### config.mk
export PLATFORM = sky130hd
export DESIGN_NAME = dmr_response_fanout
export DESIGN_NICKNAME = d
export VERILOG_FILES = /design/src/rtl/dmr_response_fanout.sv
export SDC_FILE = /design/constraint.sdc
export NUM_CORES = 1
export LEC_CHECK = 0
export CAP_MARGIN = 20
export CORE_AREA = 2 2 190 192
export DETAILED_ROUTE_END_ITERATION = 7
export DIE_AREA = 0 0 192 194
export SYNTH_ARGS = -nofsm -noshare
export SYNTH_HDL_FRONTEND = slang
export SYNTH_SLANG_ARGS = --single-unit
### constraint.sdc
create_clock -name clk_i -period 5.85 [get_ports clk_i]
set_input_delay 1.17 -clock clk_i [delete_from_list [all_inputs] [get_ports clk_i]]
set_output_delay 1.17 -clock clk_i [all_outputs]
set_load 0.005 [all_outputs]
### src/rtl/dmr_response_fanout.sv
// dmr_response_fanout: gates compared OBI requests per bus and fans the single response out to all lockstep harts
module dmr_response_fanout #(
  parameter int NHARTS          = 2,
  parameter int MAX_OUTSTANDING = 2,
  parameter int TIMEOUT_CYCLES  = 1024
) (
  input  logic                   clk_i,
  input  logic                   rst_ni,
  input  logic                   compared_instr_req_i,
  input  logic                   compared_instr_we_i,
  input  logic [3:0]             compared_instr_be_i,
  input  logic [31:0]            compared_instr_addr_i,
  input  logic [31:0]            compared_instr_wdata_i,
  output logic                   bus_instr_req_o,
  output logic                   bus_instr_we_o,
  output logic [3:0]             bus_instr_be_o,
  output logic [31:0]            bus_instr_addr_o,
  output logic [31:0]            bus_instr_wdata_o,
  input  logic                   bus_instr_gnt_i,
  input  logic                   bus_instr_rvalid_i,
  input  logic [31:0]            bus_instr_rdata_i,
  output logic [NHARTS-1:0]      core_instr_gnt_o,
  output logic [NHARTS-1:0]      core_instr_rvalid_o,
  output logic [NHARTS*32-1:0]   core_instr_rdata_o,
  input  logic                   compared_data_req_i,
  input  logic                   compared_data_we_i,
  input  logic [3:0]             compared_data_be_i,
  input  logic [31:0]            compared_data_addr_i,
  input  logic [31:0]            compared_data_wdata_i,
  output logic                   bus_data_req_o,
  output logic                   bus_data_we_o,
  output logic [3:0]             bus_data_be_o,
  output logic [31:0]            bus_data_addr_o,
  output logic [31:0]            bus_data_wdata_o,
  input  logic                   bus_data_gnt_i,
  input  logic                   bus_data_rvalid_i,
  input  logic [31:0]            bus_data_rdata_i,
  output logic [NHARTS-1:0]      core_data_gnt_o,
  output logic [NHARTS-1:0]      core_data_rvalid_o,
  output logic [NHARTS*32-1:0]   core_data_rdata_o,
  input  logic                   error_i,
  input  logic                   clear_i,
  output logic                   fault_o,
  output logic                   timeout_o,
  output logic                   spurious_o
);
  localparam int CW = $clog2(MAX_OUTSTANDING + 1);
  localparam int TW = (TIMEOUT_CYCLES > 1) ? $clog2(TIMEOUT_CYCLES) : 1;
  typedef enum logic [1:0] {RUN, DRAIN, FAULT} state_e;
  state_e        state_q, state_d;
  logic [CW-1:0] icnt_q, icnt_d, dcnt_q, dcnt_d;
  logic [TW-1:0] itmr_q, itmr_d, dtmr_q, dtmr_d;
  logic          timeout_q, timeout_d, spurious_q, spurious_d;
  logic          ipass, dpass, iinc, dinc, idec, ddec, ihit, dhit, to_ev, sp_ev;
  // request gating: forward only while running, error-free and below the outstanding limit
  always_comb begin
    ipass             = (state_q == RUN) && !error_i && (icnt_q < CW'(MAX_OUTSTANDING));
    dpass             = (state_q == RUN) && !error_i && (dcnt_q < CW'(MAX_OUTSTANDING));
    bus_instr_req_o   = ipass & compared_instr_req_i;
    bus_instr_we_o    = ipass & compared_instr_we_i;
    bus_instr_be_o    = ipass ? compared_instr_be_i : '0;
    bus_instr_addr_o  = ipass ? compared_instr_addr_i : '0;
    bus_instr_wdata_o = ipass ? compared_instr_wdata_i : '0;
    bus_data_req_o    = dpass & compared_data_req_i;
    bus_data_we_o     = dpass & compared_data_we_i;
    bus_data_be_o     = dpass ? compared_data_be_i : '0;
    bus_data_addr_o   = dpass ? compared_data_addr_i : '0;
    bus_data_wdata_o  = dpass ? compared_data_wdata_i : '0;
  end
  // response fan-out: grants only in RUN, in-flight data still delivered while draining
  always_comb begin
    core_instr_gnt_o    = {NHARTS{(state_q == RUN) & bus_instr_gnt_i}};
    core_instr_rvalid_o = {NHARTS{(state_q != FAULT) & bus_instr_rvalid_i}};
    core_instr_rdata_o  = (state_q != FAULT) ? {NHARTS{bus_instr_rdata_i}} : '0;
    core_data_gnt_o     = {NHARTS{(state_q == RUN) & bus_data_gnt_i}};
    core_data_rvalid_o  = {NHARTS{(state_q != FAULT) & bus_data_rvalid_i}};
    core_data_rdata_o   = (state_q != FAULT) ? {NHARTS{bus_data_rdata_i}} : '0;
  end
  // outstanding counters, stall timers and anomaly detection
  always_comb begin
    iinc   = bus_instr_req_o & bus_instr_gnt_i;
    dinc   = bus_data_req_o & bus_data_gnt_i;
    idec   = bus_instr_rvalid_i & (icnt_q != '0);
    ddec   = bus_data_rvalid_i & (dcnt_q != '0);
    ihit   = (icnt_q != '0) & !bus_instr_rvalid_i & (itmr_q == TW'(TIMEOUT_CYCLES - 1));
    dhit   = (dcnt_q != '0) & !bus_data_rvalid_i & (dtmr_q == TW'(TIMEOUT_CYCLES - 1));
    to_ev  = ihit | dhit;
    sp_ev  = (bus_instr_rvalid_i & (icnt_q == '0)) | (bus_data_rvalid_i & (dcnt_q == '0));
    icnt_d = to_ev ? '0 : icnt_q + CW'(iinc) - CW'(idec);
    dcnt_d = to_ev ? '0 : dcnt_q + CW'(dinc) - CW'(ddec);
    itmr_d = (to_ev | bus_instr_rvalid_i | (icnt_q == '0)) ? '0 : itmr_q + TW'(1);
    dtmr_d = (to_ev | bus_data_rvalid_i | (dcnt_q == '0)) ? '0 : dtmr_q + TW'(1);
  end
  // state machine and sticky cause flags; flags only latch outside FAULT and clear on recovery
  always_comb begin
    state_d    = state_q;
    timeout_d  = timeout_q | ((state_q != FAULT) & to_ev);
    spurious_d = spurious_q | ((state_q != FAULT) & sp_ev);
    case (state_q)
      RUN:     state_d = (to_ev | sp_ev) ? FAULT : error_i ? DRAIN : RUN;
      DRAIN:   state_d = (to_ev | sp_ev | ((icnt_d == '0) & (dcnt_d == '0))) ? FAULT : DRAIN;
      FAULT: begin
        state_d    = (clear_i & !error_i) ? RUN : FAULT;
        timeout_d  = (clear_i & !error_i) ? 1'b0 : timeout_q;
        spurious_d = (clear_i & !error_i) ? 1'b0 : spurious_q;
      end
      default: state_d = RUN;
    endcase
  end
  // state register with synchronous active-low reset
  always_ff @(posedge clk_i) begin
    if (!rst_ni) begin
      state_q    <= RUN;
      icnt_q     <= '0;
      dcnt_q     <= '0;
      itmr_q     <= '0;
      dtmr_q     <= '0;
      timeout_q  <= 1'b0;
      spurious_q <= 1'b0;
    end else begin
      state_q    <= state_d;
      icnt_q     <= icnt_d;
      dcnt_q     <= dcnt_d;
      itmr_q     <= itmr_d;
      dtmr_q     <= dtmr_d;
      timeout_q  <= timeout_d;
      spurious_q <= spurious_d;
    end
  end
  assign fault_o    = (state_q == FAULT);
  assign timeout_o  = timeout_q;
  assign spurious_o = spurious_q;
endmodule

==> qor.txt, run 1 <==
Die ar. = 37200 um^2
Crit path kind = in2out
Yosys reg bits = 28
Hold crit path type = reg2reg
Port Buf Inserts = 490
Most frequent cell on the critical path = clkdlybuf4s50_1
Synth top area share = 0.403
Io pins = 491
Max Cap Viol = 0
Final setup vio count = 0
Largest net degree at the start of global routing = 71
WP buf/inv = 3
Post-synthesis mux area share = 0
Cells along the critical path = clkdlybuf4s50_1 -> nor4_2 -> buf_4 -> and2_1 -> clkdlybuf4s50_1
Final setup TNS = 0 ns
Simple-gate share of the synthesized area = 0.507
Final Max Tran Viols = 0
DRC violations left = 0
Top post-synthesis cells by area = and2_1 40%, dfxtp_1 18%, buf_4 16%
Power Density = 187 nW/um^2
Clock sink count = 28
Worst skew pair latency = 0.26 ns
CTS Buffer Depth = 2
LEAKAGE = 0.00296 uW
Share of layout cells above drive strength 1 = 0.0214
Post-Syn Area = 3200 um^2
Area leader, netlist = and2_1
Largest family of logic cells by synthesized area = simple AND/OR/NAND/NOR gates
Status = finished, final reports clean
Post-CTS Setup Inserts = 0
Pwr Total = 1530 uW
Worst EP required = 4.68 ns
Num rows = 69
Mapped Cells = 437
Worst EP arrival = 3.46 ns
Crit-path max cell delay = 0.54 ns
RSZ-0062 raised after global routing = false
Synth-to-Final Area Change = 157%
Number of library cell types mapped by synthesis = 35
Antenna viol nets, final = 0
Syn_nets = 655
DIE HEIGHT = 194 um
Initial antenna violation count = 3
Slew HR = 0.539
Iteration-0 DRC Markers = 120
Crit path max-delay family = buffers and inverters
Critical-path maximum fanout = 70
Clk root buf = clkbuf_16
Placer Congestion = 1.01
All-Layer GR Usage = 0.114
Critical Path Source Type = primary input
First-pass GRT wire length = 30400 um
Synth Area in Compound Gates = 0.0430
Post-CTS resize count = 0
Post-Synth Adder-Cell Area = 0.0235
Mean Syn Cell Area = 7.32 um^2
Max Clock Freq = 216 MHz
Worst Tran Pin Value = 0.689 ns
CP max-delay cell = clkdlybuf4s50_1
CTS tree = built
Min Clock Period, post-route = 4.63 ns
Die W = 192 um
Fraction of the yosys area taken by sequential cells = 0.175
TritonCTS buffer count = 3
GR Overflow Total = 0
WL/cell = 17.4 um
Total wire length = 22700 um
Initial Util = 0.0908
Post-Synth XOR/XNOR Area = 0.0548
Drt first pass iters = 4
Final Skew = 0.00281 ns
Fin crit share = 0.791
Ys Warns = 0
Htree depth = 1
Clk pin slew, worst setup/hold paths = 0.06 ns
Crit. End Element = output port
Hold_buf cts = 0
Vias in the first global route = 4332
Core area = 35200 um^2
Peak supply drop = 0.100 mV
Most frequent cells in the layout = 490 x clkdlybuf4s50_1, 206 x and2_1, 29 x nor2_1
Final Hold Viols = 0
Hpwl dp = 20400 um
DR vias = 4362
Number of nets in the layout = 1062
Vias/cell = 3.34
Most common cell after layout, fill and taps aside = clkdlybuf4s50_1
-- final timing paths --
check / startpoint / to / slack, ns / cells past startpoint
worst max register to register: state_q[1]$_SDFF_PN0_ / state_q[1]$_SDFF_PN0_ / 2.59 / 11
worst min register to register: dtmr_q[0]$_SDFF_PP0_ / dtmr_q[0]$_SDFF_PP0_ / 0.46 / 1
worst min-delay path: dtmr_q[0]$_SDFF_PP0_ / dtmr_q[0]$_SDFF_PP0_ / 0.46 / 1
worst max-delay path: error_i / bus_instr_be_o[0] / 1.22 / 5
-- Yosys cell counts --
cell / number
a22o_1: 1
a22oi_1: 1
a311o_1: 1
a31o_2: 1
and2_1: 206
and3_1: 2
and4_1: 4
buf_2: 1
buf_4: 68
clkbuf_1: 22
dfxtp_1: 28
ha_1: 6
inv_1: 8
nand2_1: 7
nand2_2: 1
nand2b_1: 1
nand3_1: 5
nand3_2: 1
nand4_1: 4
nor2_1: 29
nor2b_1: 4
nor3_1: 2
nor3b_1: 2
nor4_1: 2
o2111ai_4: 2
o211a_1: 1
o211ai_2: 1
o21ai_0: 1
o21ai_1: 1
o21ba_2: 1
o21bai_1: 1
or3b_2: 1
or4_1: 1
xnor2_1: 7
xor2_1: 13
-- registers in the layout (all words and copies together) (netlist names) --
| name | flops |
|---|---|
| icnt_q | 2 |
| timeout_o | 1 |
| state_q | 2 |
| spurious_o | 1 |
| dtmr_q | 10 |
| itmr_q | 10 |
| dcnt_q | 2 |
-- routing by layer --
metal  vias up  track usage  wire length, um
met1      1933        0.125             8250
met4         0      0.00933               72
met5         -            0                0
met3         5       0.0195             2240
met2       316        0.231            12100
li1       2108            -                -
-- cell families after synthesis --
logic type	after synthesis
adders and majority gates	6
buffers and inverters	99
and+or+nand+nor	272
DFF	28
AOI/OAI and AO/OA	12
xor gates and xnor gates	20
-- cell type report --
cell class | count | area [um^2]
Clock buffer | 4 | 88.8
Antenna cell | 2 | 5.00
Fill cell | 3839 | 27000
Inverter | 8 | 30.0
Sequential cell | 28 | 561
Tap cell | 461 | 577
Timing Repair Buffer | 493 | 4930
Multi-Input combinational cell | 310 | 2030
-- metrics by stage --
step                      cell area [um^2]  worst slack [ns]  instances  utilization  hold slack, ns
final                                 8210              1.22       1306        0.233           0.460
after global routing                  8210              1.13       1304        0.233           0.494
after CTS                             8210              1.24       1304        0.233           0.465
after detailed placement              8120              1.24       1300        0.231           0.449
after global placement                8120              1.24       1300        0.231           0.439
after floorplan                       3200              2.23        437            -           0.426
-- power breakdown --
group	switching (uW)	internal, uW
clock	61.8	105
sequential	19.0	206
combinational	423	718
(Power assumes the default switching activity.)
==> run 2, diff against run 1 <==
==> constraint.sdc (replaced) <==
create_clock -name clk_i -period 4.21 [get_ports clk_i]
set_input_delay 0.842 -clock clk_i [delete_from_list [all_inputs] [get_ports clk_i]]
set_output_delay 0.842 -clock clk_i [all_outputs]
set_load 0.005 [all_outputs]
==> qor.txt, run 2 (synthesis gave the netlist of run 1 again) <==
Hpwl dp = 21000 um
CP max-delay cell = clkdlybuf4s50_1
Die W = 192 um
Final Skew = 0.00257 ns
Final Max Tran Viols = 0
Worst Tran Pin Value = 0.708 ns
Final WS setup = 0.453 ns
Share of layout cells above drive strength 1 = 0.0225
Most frequent cells in the layout = 490 x clkdlybuf4s50_1, 206 x and2_1, 29 x nor2_1
Max Clock Freq = 266 MHz
Post-CTS resize count = 0
Met3 Routed Length = 2230 um
Cells along the critical path = clkdlybuf4s50_1 -> nor4_2 -> buf_12 -> buf_4 -> and2_1 -> clkdlybuf4s50_1
Peak supply drop = 0.163 mV
Post-CTS Setup Inserts = 0
Met2 wire len = 12400 um
Hold_buf cts = 0
RSZ-0062 raised after global routing = false
Port Buf Inserts = 490
Top Metal Used = met4
Initial antenna violation count = 4
Core area = 35200 um^2
Clk pin slew, worst setup/hold paths = 0.06 ns
Critical-path maximum fanout = 46
Synth-to-Final Area Change = 157%
Die ar. = 37200 um^2
LEAKAGE = 0.00297 uW
DIE HEIGHT = 194 um
CTS tree = built
Final setup vio count = 0
Clock sink count = 28
GR Overflow Total = 0
Worst slack, placed = 0.451 ns
CTS Buffer Depth = 2
Initial Util = 0.0908
Max Cap Viol = 0
M1 WL = 8360 um
Vias/cell = 3.31
Fin crit share = 0.892
Fillers = 3797
Vias in the first global route = 4425
Number of nets in the layout = 1064
Pwr Total = 2130 uW
Power Density = 259 nW/um^2
Num rows = 69
Crit-path max cell delay = 0.54 ns
Most common cell after layout, fill and taps aside = clkdlybuf4s50_1
DR vias = 4326
DRC violations left = 0
Most frequent cell on the critical path = clkdlybuf4s50_1
TritonCTS buffer count = 3
Final setup TNS = 0 ns
Antenna viol nets, final = 0
First-pass GRT wire length = 30900 um
Total wire length = 23100 um
All-Layer GR Usage = 0.116
Biggest regs = dtmr_q: 10 flops, itmr_q: 10 flops
Htree depth = 1
Worst EP arrival = 2.92 ns
Hold crit path type = reg2reg
Placer Congestion = 1.05
Worst skew pair latency = 0.26 ns
Crit. End Element = output port
Slew HR = 0.528
Drt first pass iters = 4
WL/cell = 17.7 um
Crit path kind = in2out
Min Clock Period, post-route = 3.76 ns
Worst EP required = 3.37 ns
Io pins = 491
Final Hold Viols = 0
Status = finished, final reports clean
Largest net degree at the start of global routing = 71
Iteration-0 DRC Markers = 124
Critical Path Source Type = primary input
Clk root buf = clkbuf_16
run 2: changes by cell type in the layout (fill, tap and decap cells not counted), sizes merged:
cell / change
buf: +2
clkbuf: -1
diode: -1
run 2: worst max-delay path: cells and delay by family:
kind,cells,cell delay [ns]
AND/OR/NAND/NOR,2,0.51
buffers and inverters,4,1.53
run 2: metrics by stage:
stage               hold WS (ns)  std cells  utilization  area (um^2)
floorplan                  0.426        437            -         3200
global placement           0.440       1302        0.232         8160
detailed placement         0.451       1302        0.232         8160
CTS                        0.466       1305        0.234         8240
global route               0.480       1306        0.234         8240
finish                     0.459       1306        0.234         8240
run 2: cell type report:
type                    count  area (um^2)  share of cell area
multi-input cells         310         2030               0.246
repair buffers            495         4970               0.603
clock buffers               3         75.1             0.00911
diodes                      1         2.50            0.000304
well taps                 461          577              0.0700
inverters                   8         30.0             0.00365
flip-flops and latches     28          561              0.0680
run 2: per-layer routing:
| layer | vias up | global-route usage |
|---|---|---|
| met5 | - | 0 |
| met4 | 0 | 0.0144 |
| met3 | 6 | 0.0250 |
| met2 | 311 | 0.234 |
| met1 | 1904 | 0.125 |
| li1 | 2105 | - |
run 2: path summary, 6_finish.rpt:
check | depth (start not counted) | slack [ns] | end | from
hold / removal | 1 | 0.46 | dtmr_q[0]$_SDFF_PP0_ | dtmr_q[0]$_SDFF_PP0_
setup reg to reg | 11 | 1.45 | state_q[1]$_SDFF_PN0_ | state_q[1]$_SDFF_PN0_
setup / recovery | 6 | 0.45 | bus_instr_wdata_o[11] | error_i
hold reg to reg | 1 | 0.46 | dtmr_q[0]$_SDFF_PP0_ | dtmr_q[0]$_SDFF_PP0_
run 2: power by group:
| part | leakage [uW] | switching (uW) | internal, uW |
|---|---|---|---|
| logic | 0.00270 | 596 | 1020 |
| clock network | 0.0000370 | 84.1 | 126 |
| registers | 0.000227 | 24.5 | 286 |
